--- src/rtl/regfile_sb.sv ---
// regfile_sb: general-purpose register file with two combinational read
// ports, two write-back ports (E from the ALU stage, M from the memory stage),
// same-cycle write-to-read bypass and a per-register busy scoreboard that
// drives the decode stall. Index NONE is a hard-wired zero register; writes
// and issues addressed to it are dropped.
module regfile_sb #(
    parameter int DATA_W = 16,
    parameter int NREGS  = 16,
    parameter int ADDR_W = 4,
    parameter int NONE   = NREGS - 1
) (
    input  logic                      clk,
    input  logic                      reset,
    input  logic [ADDR_W-1:0]         srcA,
    input  logic [ADDR_W-1:0]         srcB,
    output logic [DATA_W-1:0]         valA,
    output logic [DATA_W-1:0]         valB,
    input  logic [ADDR_W-1:0]         dstE,
    input  logic [DATA_W-1:0]         valE,
    input  logic [ADDR_W-1:0]         dstM,
    input  logic [DATA_W-1:0]         valM,
    input  logic                      issue_valid,
    input  logic [ADDR_W-1:0]         issue_dst,
    output logic                      stall,
    output logic [NREGS-1:0]          busy,
    output logic [NREGS*DATA_W-1:0]   REGS
);

    localparam logic [ADDR_W-1:0] NONE_IDX = ADDR_W'(NONE);

    // Architectural state
    logic [DATA_W-1:0] regs_q [NREGS];
    logic [DATA_W-1:0] regs_d [NREGS];
    logic [NREGS-1:0]  busy_q;
    logic [NREGS-1:0]  busy_d;

    // Decoded write/issue qualifiers
    logic we_e_s;
    logic we_m_s;
    logic iss_s;

    // Stored values at the read indices (before bypass)
    logic [DATA_W-1:0] stored_a_s;
    logic [DATA_W-1:0] stored_b_s;
    logic              pend_a_s;
    logic              pend_b_s;

    // Bypassed read: M is the newer producer, so it is checked before E.
    function automatic logic [DATA_W-1:0] read_sel(
        input logic [ADDR_W-1:0] s,
        input logic [DATA_W-1:0] stored,
        input logic [ADDR_W-1:0] dst_e,
        input logic [DATA_W-1:0] val_e,
        input logic [ADDR_W-1:0] dst_m,
        input logic [DATA_W-1:0] val_m
    );
        logic [DATA_W-1:0] r;
        if (s == NONE_IDX) begin
            r = {DATA_W{1'b0}};
        end else if (s == dst_m) begin
            r = val_m;
        end else if (s == dst_e) begin
            r = val_e;
        end else begin
            r = stored;
        end
        return r;
    endfunction

    // A source is pending when its producer is outstanding and no write-back
    // this cycle can forward it.
    function automatic logic pend_sel(
        input logic [ADDR_W-1:0] s,
        input logic              busy_bit,
        input logic [ADDR_W-1:0] dst_e,
        input logic [ADDR_W-1:0] dst_m
    );
        logic p;
        if (s == NONE_IDX) begin
            p = 1'b0;
        end else if ((s == dst_e) || (s == dst_m)) begin
            p = 1'b0;
        end else begin
            p = busy_bit;
        end
        return p;
    endfunction

    // Qualify the write and issue ports against the NONE index
    always_comb begin
        we_e_s = (dstE != NONE_IDX);
        we_m_s = (dstM != NONE_IDX);
        iss_s  = issue_valid && (issue_dst != NONE_IDX);
    end

    // Combinational read ports with bypass and stall generation
    always_comb begin
        stored_a_s = regs_q[srcA];
        stored_b_s = regs_q[srcB];
        valA       = read_sel(srcA, stored_a_s, dstE, valE, dstM, valM);
        valB       = read_sel(srcB, stored_b_s, dstE, valE, dstM, valM);
        pend_a_s   = pend_sel(srcA, busy_q[srcA], dstE, dstM);
        pend_b_s   = pend_sel(srcB, busy_q[srcB], dstE, dstM);
        stall      = pend_a_s | pend_b_s;
    end

    // Next register contents: E first, then M so M wins a collision
    always_comb begin
        for (int i = 0; i < NREGS; i++) begin
            regs_d[i] = regs_q[i];
        end
        if (reset) begin
            for (int i = 0; i < NREGS; i++) begin
                regs_d[i] = {DATA_W{1'b0}};
            end
        end else begin
            if (we_e_s) begin
                regs_d[dstE] = valE;
            end else begin
                regs_d[dstE] = regs_q[dstE];
            end
            if (we_m_s) begin
                regs_d[dstM] = valM;
            end else begin
                regs_d[dstM] = regs_d[dstM];
            end
        end
        regs_d[NONE_IDX] = {DATA_W{1'b0}};
    end

    // Next scoreboard: writes clear, then an issue sets (set wins)
    always_comb begin
        busy_d = busy_q;
        if (reset) begin
            busy_d = {NREGS{1'b0}};
        end else begin
            if (we_e_s) begin
                busy_d[dstE] = 1'b0;
            end else begin
                busy_d[dstE] = busy_d[dstE];
            end
            if (we_m_s) begin
                busy_d[dstM] = 1'b0;
            end else begin
                busy_d[dstM] = busy_d[dstM];
            end
            if (iss_s) begin
                busy_d[issue_dst] = 1'b1;
            end else begin
                busy_d[issue_dst] = busy_d[issue_dst];
            end
        end
        busy_d[NONE_IDX] = 1'b0;
    end

    // State registers; reset is folded into the next-state logic above
    always_ff @(posedge clk) begin
        for (int i = 0; i < NREGS; i++) begin
            regs_q[i] <= regs_d[i];
        end
        busy_q <= busy_d;
    end

    // Export the register array and scoreboard straight from the flops
    always_comb begin
        for (int i = 0; i < NREGS; i++) begin
            REGS[i*DATA_W +: DATA_W] = regs_q[i];
        end
        busy = busy_q;
    end

endmodule

--- config.mk ---
export PLATFORM = sky130hd
export DESIGN_NAME = regfile_sb
export DESIGN_NICKNAME = d
export VERILOG_FILES = /design/src/rtl/regfile_sb.sv
export SDC_FILE = /design/constraint.sdc
export NUM_CORES = 1
export LEC_CHECK = 0
export ABC_AREA = 1
export BUFFER_PORTS_ARGS = -buffer_cell sky130_fd_sc_hd__buf_2
export CAP_MARGIN = 20
export CELL_PAD_IN_SITES_DETAIL_PLACEMENT = 1
export CELL_PAD_IN_SITES_GLOBAL_PLACEMENT = 1
export CORE_ASPECT_RATIO = 1.2
export CORE_MARGIN = 3
export CORE_UTILIZATION = 34
export CTS_CLUSTER_SIZE = 28
export DETAILED_ROUTE_END_ITERATION = 12
export PLACE_DENSITY = 0.74
export SYNTH_ARGS = -nofsm -noshare
export SYNTH_HDL_FRONTEND = slang
export SYNTH_SLANG_ARGS = --single-unit
--- constraint.sdc ---
create_clock -name clk -period 1.2 [get_ports clk]
set_input_delay 0 -clock clk [delete_from_list [all_inputs] [get_ports clk]]
set_output_delay 0 -clock clk [all_outputs]
set_load 0.05 [all_outputs]
==> results.json, run 1 <==
{
  "avgSynthCellArea_um2": 5.71,
  "synthMuxAreaShare_pct": 0,
  "die_y_um": 259,
  "clock-root-buffer": "clkbuf_16",
  "io_buffers": 342,
  "haltStage": "global routing",
  "synth_top_family_by_area": "simple AND/OR/NAND/NOR gates",
  "syn_inst": 3173,
  "yosys_warnings": 0,
  "synth_fa_ha_area_share_pct": 0,
  "worstEndpointType": "output port",
  "synth_cell_types": 34,
  "grt_overflow_total": 12,
  "htree_levels": 1,
  "yosys.area.top_type": "dfxtp_1",
  "grt-worst-endpoint": "valA[14]",
  "dp_slack_ns": -0.638,
  "yosysTopAreaCellShare_pct": 28.2,
  "ys_top_cells_by_area": "dfxtp_1 (28%), nand2_1 (21%), o21ai_0 (8.7%)",
  "clk_path_buf_depth": 3,
  "grt_usage_pct": 78.7,
  "grt_max_degree": 70,
  "outcome": "stopped before the end",
  "start_util_pct": 34.4,
  "routabilityCongestion": 1.05,
  "cts_buffers": 31,
  "antenna_found_initial": 27,
  "io_pins": 360,
  "synth-xor-area-share_pct": 0.290,
  "row_count": 92,
  "die-width_um": 217,
  "ys_seq_elements": 255,
  "dpl.hpwl_um": 108000,
  "cts.sinks": 255,
  "synth_compound_area_share_pct": 22.0,
  "yosys.area_share.simple_pct": 34.7,
  "ys_seq_area_share_pct": 28.2,
  "tool.error": "[ERROR GRT-0232] Routing congestion too high. Check the congestion heatmap in the GUI.",
  "syn_area_um2": 18100
}
==> kinds of logic after synthesis <==
| kind of cell | after synthesis |
|---|---|
| other | 1 |
| AND/OR/NAND/NOR | 1519 |
| XOR/XNOR | 6 |
| AO/OA/AOI/OAI | 725 |
| flip-flops | 255 |
| buffers and inverters | 667 |
==> per-stage QoR <==
step | util, % | area [µm²] | setup TNS (ns) | instances
2_1_floorplan | - | 19500 | -0.743 | 3189
3_3_place_gp | 51.0 | 26800 | -82.32 | 4623
3_5_place_dp | 51.0 | 26800 | -96.42 | 4624
4_1_cts | 62.9 | 33100 | -35.67 | 4748
==> timing repair <==
item                                   4_1_cts
setup buffers                               70
endpoints found under the hold margin      162
gates resized for setup                   1376
hold buffers                                37
pin swaps                                  154
setup endpoints to repair                  289
==> Yosys cell counts, drive strengths merged <==
cell type	instances
o21ai	338
buf	115
o2111ai	1
xor2	2
clkbuf	138
clkinv	5
nand2	1037
nor3	2
o211ai	80
o21bai	2
nor2	125
conb	1
o221ai	11
o32ai	4
a31oi	66
nand3	307
a22oi	2
a221oi	2
inv	409
nand4	48
dfxtp	255
a21oi	219
xnor2	4
==> per-layer routing <==
layer  GRT overflow  track usage (%)
met1              0             78.5
met2              4             93.6
met3              3             62.9
met4              5             81.4
met5              0             38.2
==> inputs of run 2 (changes only) <==
==> config.mk (replaced) <==
export PLATFORM = sky130hd
export DESIGN_NAME = regfile_sb
export DESIGN_NICKNAME = d
export VERILOG_FILES = /design/src/rtl/regfile_sb.sv
export SDC_FILE = /design/constraint.sdc
export NUM_CORES = 1
export LEC_CHECK = 0
export ABC_AREA = 1
export BUFFER_PORTS_ARGS = -buffer_cell sky130_fd_sc_hd__buf_2
export CAP_MARGIN = 20
export CORE_MARGIN = 3
export CORE_UTILIZATION = 40
export DETAILED_ROUTE_END_ITERATION = 12
export PLACE_DENSITY_LB_ADDON = 0.15
export SYNTH_ARGS = -nofsm -noshare
export SYNTH_HDL_FRONTEND = slang
export SYNTH_SLANG_ARGS = --single-unit
==> constraint.sdc (replaced) <==
create_clock -name clk -period 1.6 [get_ports clk]
set_input_delay 0 -clock clk [delete_from_list [all_inputs] [get_ports clk]]
set_output_delay 0 -clock clk [all_outputs]
set_load 0.05 [all_outputs]
==> run 2 against run 1 <==
  * The flow now finishes, with violations (setup timing)
  * Area after synthesis did not move
  * Synthesized cell count did not move
==> results.json, run 2 <==
{
  "grt_overflow_total": 0,
  "power.density_nw_per_um2": 828,
  "ff_latch_area_um2": 5400,
  "worstPathRequired_ns": 1.60,
  "max-cap-violations": 0,
  "yosys.area.top_type": "dfxtp_1",
  "violations": "setup timing",
  "dieArea_um2": 47900,
  "ys_top_cells_by_area": "dfxtp_1 (28%), nand2_1 (21%), o21ai_0 (8.7%)",
  "synth.most_common_cell": "nand2_1",
  "p_int_mw": 13.5,
  "nNetsFinal": 3900,
  "io_buffers": 342,
  "drc": 0,
  "yosys_warnings": 0,
  "start_util_pct": 40.7,
  "dp.cells": 4306,
  "grt_pass1_vias": 24100,
  "largest_reg_flops": 240,
  "synth_cell_types": 34,
  "synth_commonest_cells": "nand2_1 (1036), inv_1 (401), o21ai_0 (315), nand3_1 (307), dfxtp_1 (255)",
  "wire_per_inst_um": 27.9,
  "syn_area_um2": 18100,
  "vias_per_cell": 6.07,
  "drt_wl_total_um": 125000,
  "outcome": "complete, but fails checks",
  "pwr-share-seq_pct": 30.8,
  "core_area_um2": 44500,
  "dpl.hpwl_um": 92800,
  "final_antenna_net_count": 0,
  "p_sw_share_pct": 40.9,
  "synth-edff-count": 0,
  "rsz0062_at_grt": "true",
  "yosysTopAreaCellShare_pct": 28.2,
  "grt_pass1_wl_um": 170000,
  "clockPowerShare_pct": 33.3,
  "fin_hold_ws_ns": 0.129,
  "mostFrequentLayoutCells": "nand2_1 (877), buf_4 (434), buf_2 (306), o21ai_0 (287), inv_1 (274)",
  "start_kind": "register",
  "avgSynthCellArea_um2": 5.71,
  "clk_pin_slew_ns": 0.06,
  "cp.arrival_ns": 2.06,
  "ys_seq_elements": 255,
  "path_cells": "inv_1 > nand2_1 > nand3_1 > a21oi_2 > nor2_2 > nand2_2 > nand2_2 > a21oi_4 > buf_6",
  "htree_levels": 1,
  "final_util_pct": 62.1,
  "cts.sinks": 255,
  "tns_ns": -11.51,
  "p_leak_nw": 13.5,
  "peakVddDrop_uv": 849,
  "firstDrtPassIters": 6,
  "max_freq_mhz": 486,
  "antenna_found_initial": 9,
  "power_frac_comb_pct": 36.0,
  "die-width_um": 219,
  "crit_fanout": 4,
  "syn2layout_area_growth_pct": 52.5,
  "cts_tree": "done",
  "tightest_slew_ns": 1.14,
  "setup_viol": 35,
  "dpl-instance-area_um2": 23800,
  "synth-main-ff-cell": "dfxtp_1",
  "multi_input_area_um2": 12000,
  "syn_inst": 3173,
  "die_y_um": 219,
  "top_register": "regs_q",
  "clock_latency_ns": 0.62,
  "clock-root-buffer": "clkbuf_16",
  "cts_buffers": 31,
  "clk_path_buf_depth": 3,
  "final_common_cell": "nand2_1",
  "max_stage_delay_ns": 0.41,
  "worst_slack_ns": -0.456,
  "grt_max_degree": 74,
  "endpoint_kind": "primary output",
  "vias": 27100,
  "stdcell_count": 4471,
  "io_pins": 360,
  "slew_viol_final": 0,
  "period_needed_ns": 2.06,
  "ys_seq_area_share_pct": 28.2,
  "critical_path_class": "reg2out",
  "slew_headroom_pct": 23.6,
  "critPathBufInv": 2,
  "fin_skew_ns": 0,
  "final_area_um2": 27600,
  "critPathTopFamily": "simple AND/OR/NAND/NOR gates",
  "slowest_stage": "dfxtp_1",
  "drive_gt1_share_pct": 40.1,
  "hp-class": "in2reg",
  "drt-initial-drc-count": 4769,
  "routabilityCongestion": 1.11,
  "hold_viol_final": 0,
  "p_switching_mw": 9.36,
  "total_power_mw": 22.9,
  "nFillCells": 4072,
  "dp_slack_ns": -0.278,
  "grt_usage_pct": 49.0,
  "synth_async_sr_flop_share_pct": 0,
  "row_count": 77,
  "post-route-period-util_pct": 129,
  "worst_path_most_repeated_cell": "nand2_2"
}
==> run 2: cell counts after synthesis <==
Identical to the previous run, type by type.
==> run 2: area by class of cell <==
cell class	count	share of cell area [%]
Antenna cell	9	0.0815
Clock buffer	40	3.08
Clock inverter	18	0.770
Inverter	414	5.89
Multi-Input combinational cell	2267	43.4
Sequential cell	255	19.5
Tap cell	592	2.68
Timing Repair Buffer	876	24.6
==> run 2: cells by family (layout without fill, tap and decap cells) <==
| kind of cell | count (synthesis) | in the layout | synth area share (%) |
|---|---|---|---|
| simple gates | 1519 | 1519 | 34.7 |
| compound gates | 725 | 725 | 22.0 |
| buf+inv | 667 | 1348 | 14.8 |
| flops | 255 | 255 | 28.2 |
| xor+xnor | 6 | 6 | 0.290 |
| other cells | 1 | 26 | 0.0207 |
==> run 2: worst paths after layout <==
check                                 from                       end  slack (ns)  cells after the start
setup reg to reg   regs_q[2][4]$_SDFF_PP0_   regs_q[2][4]$_SDFF_PP0_        0.10                      5
setup / recovery  regs_q[13][8]$_SDFF_PP0_                   valB[8]       -0.46                      9
hold reg to reg   regs_q[10][5]$_SDFF_PP0_  regs_q[10][5]$_SDFF_PP0_        0.52                      2
hold / removal                     dstM[1]   regs_q[9][8]$_SDFF_PP0_        0.13                      5
==> run 2: what timing repair did <==
item | CTS | global route
hold endpoints to repair | 170 | 0
setup buffers | 35 | 30
resized for setup | 534 | 267
hold buffers | 43 | 0
pin swaps | 150 | 171
setup endpoints to repair | 33 | 47
==> run 2: power groups by stage <==
stage / Clock (mW) / Combinational (mW) / Sequential, mW
2_1_floorplan: 0 / 3.05 / 8.06
6_report: 7.61 / 8.23 / 7.04
3_3_place_gp: 0 / 6.98 / 7.09
5_1_grt: 7.81 / 8.44 / 7.05
3_5_place_dp: 0 / 7.02 / 7.11
4_1_cts: 7.54 / 7.62 / 6.99
==> run 2: routing by layer <==
metal  up-vias  track usage, %  wire (µm)
met4         6            25.9       8130
li1      11600               -          -
met1     12600            66.8      48200
met3       454            20.4      21100
met2      2481            65.0      47300
met5         -               0         45
==> run 2: worst register-to-register path: cells and delay by family, from the launching register on <==
family,cells,cell delay (ns)
buffers and inverters,1,0.57
flip-flops,1,0.45
AO/OA/AOI/OAI,2,0.25
AND/OR/NAND/NOR,2,0.16
Power figures use the tool's default switching activity.
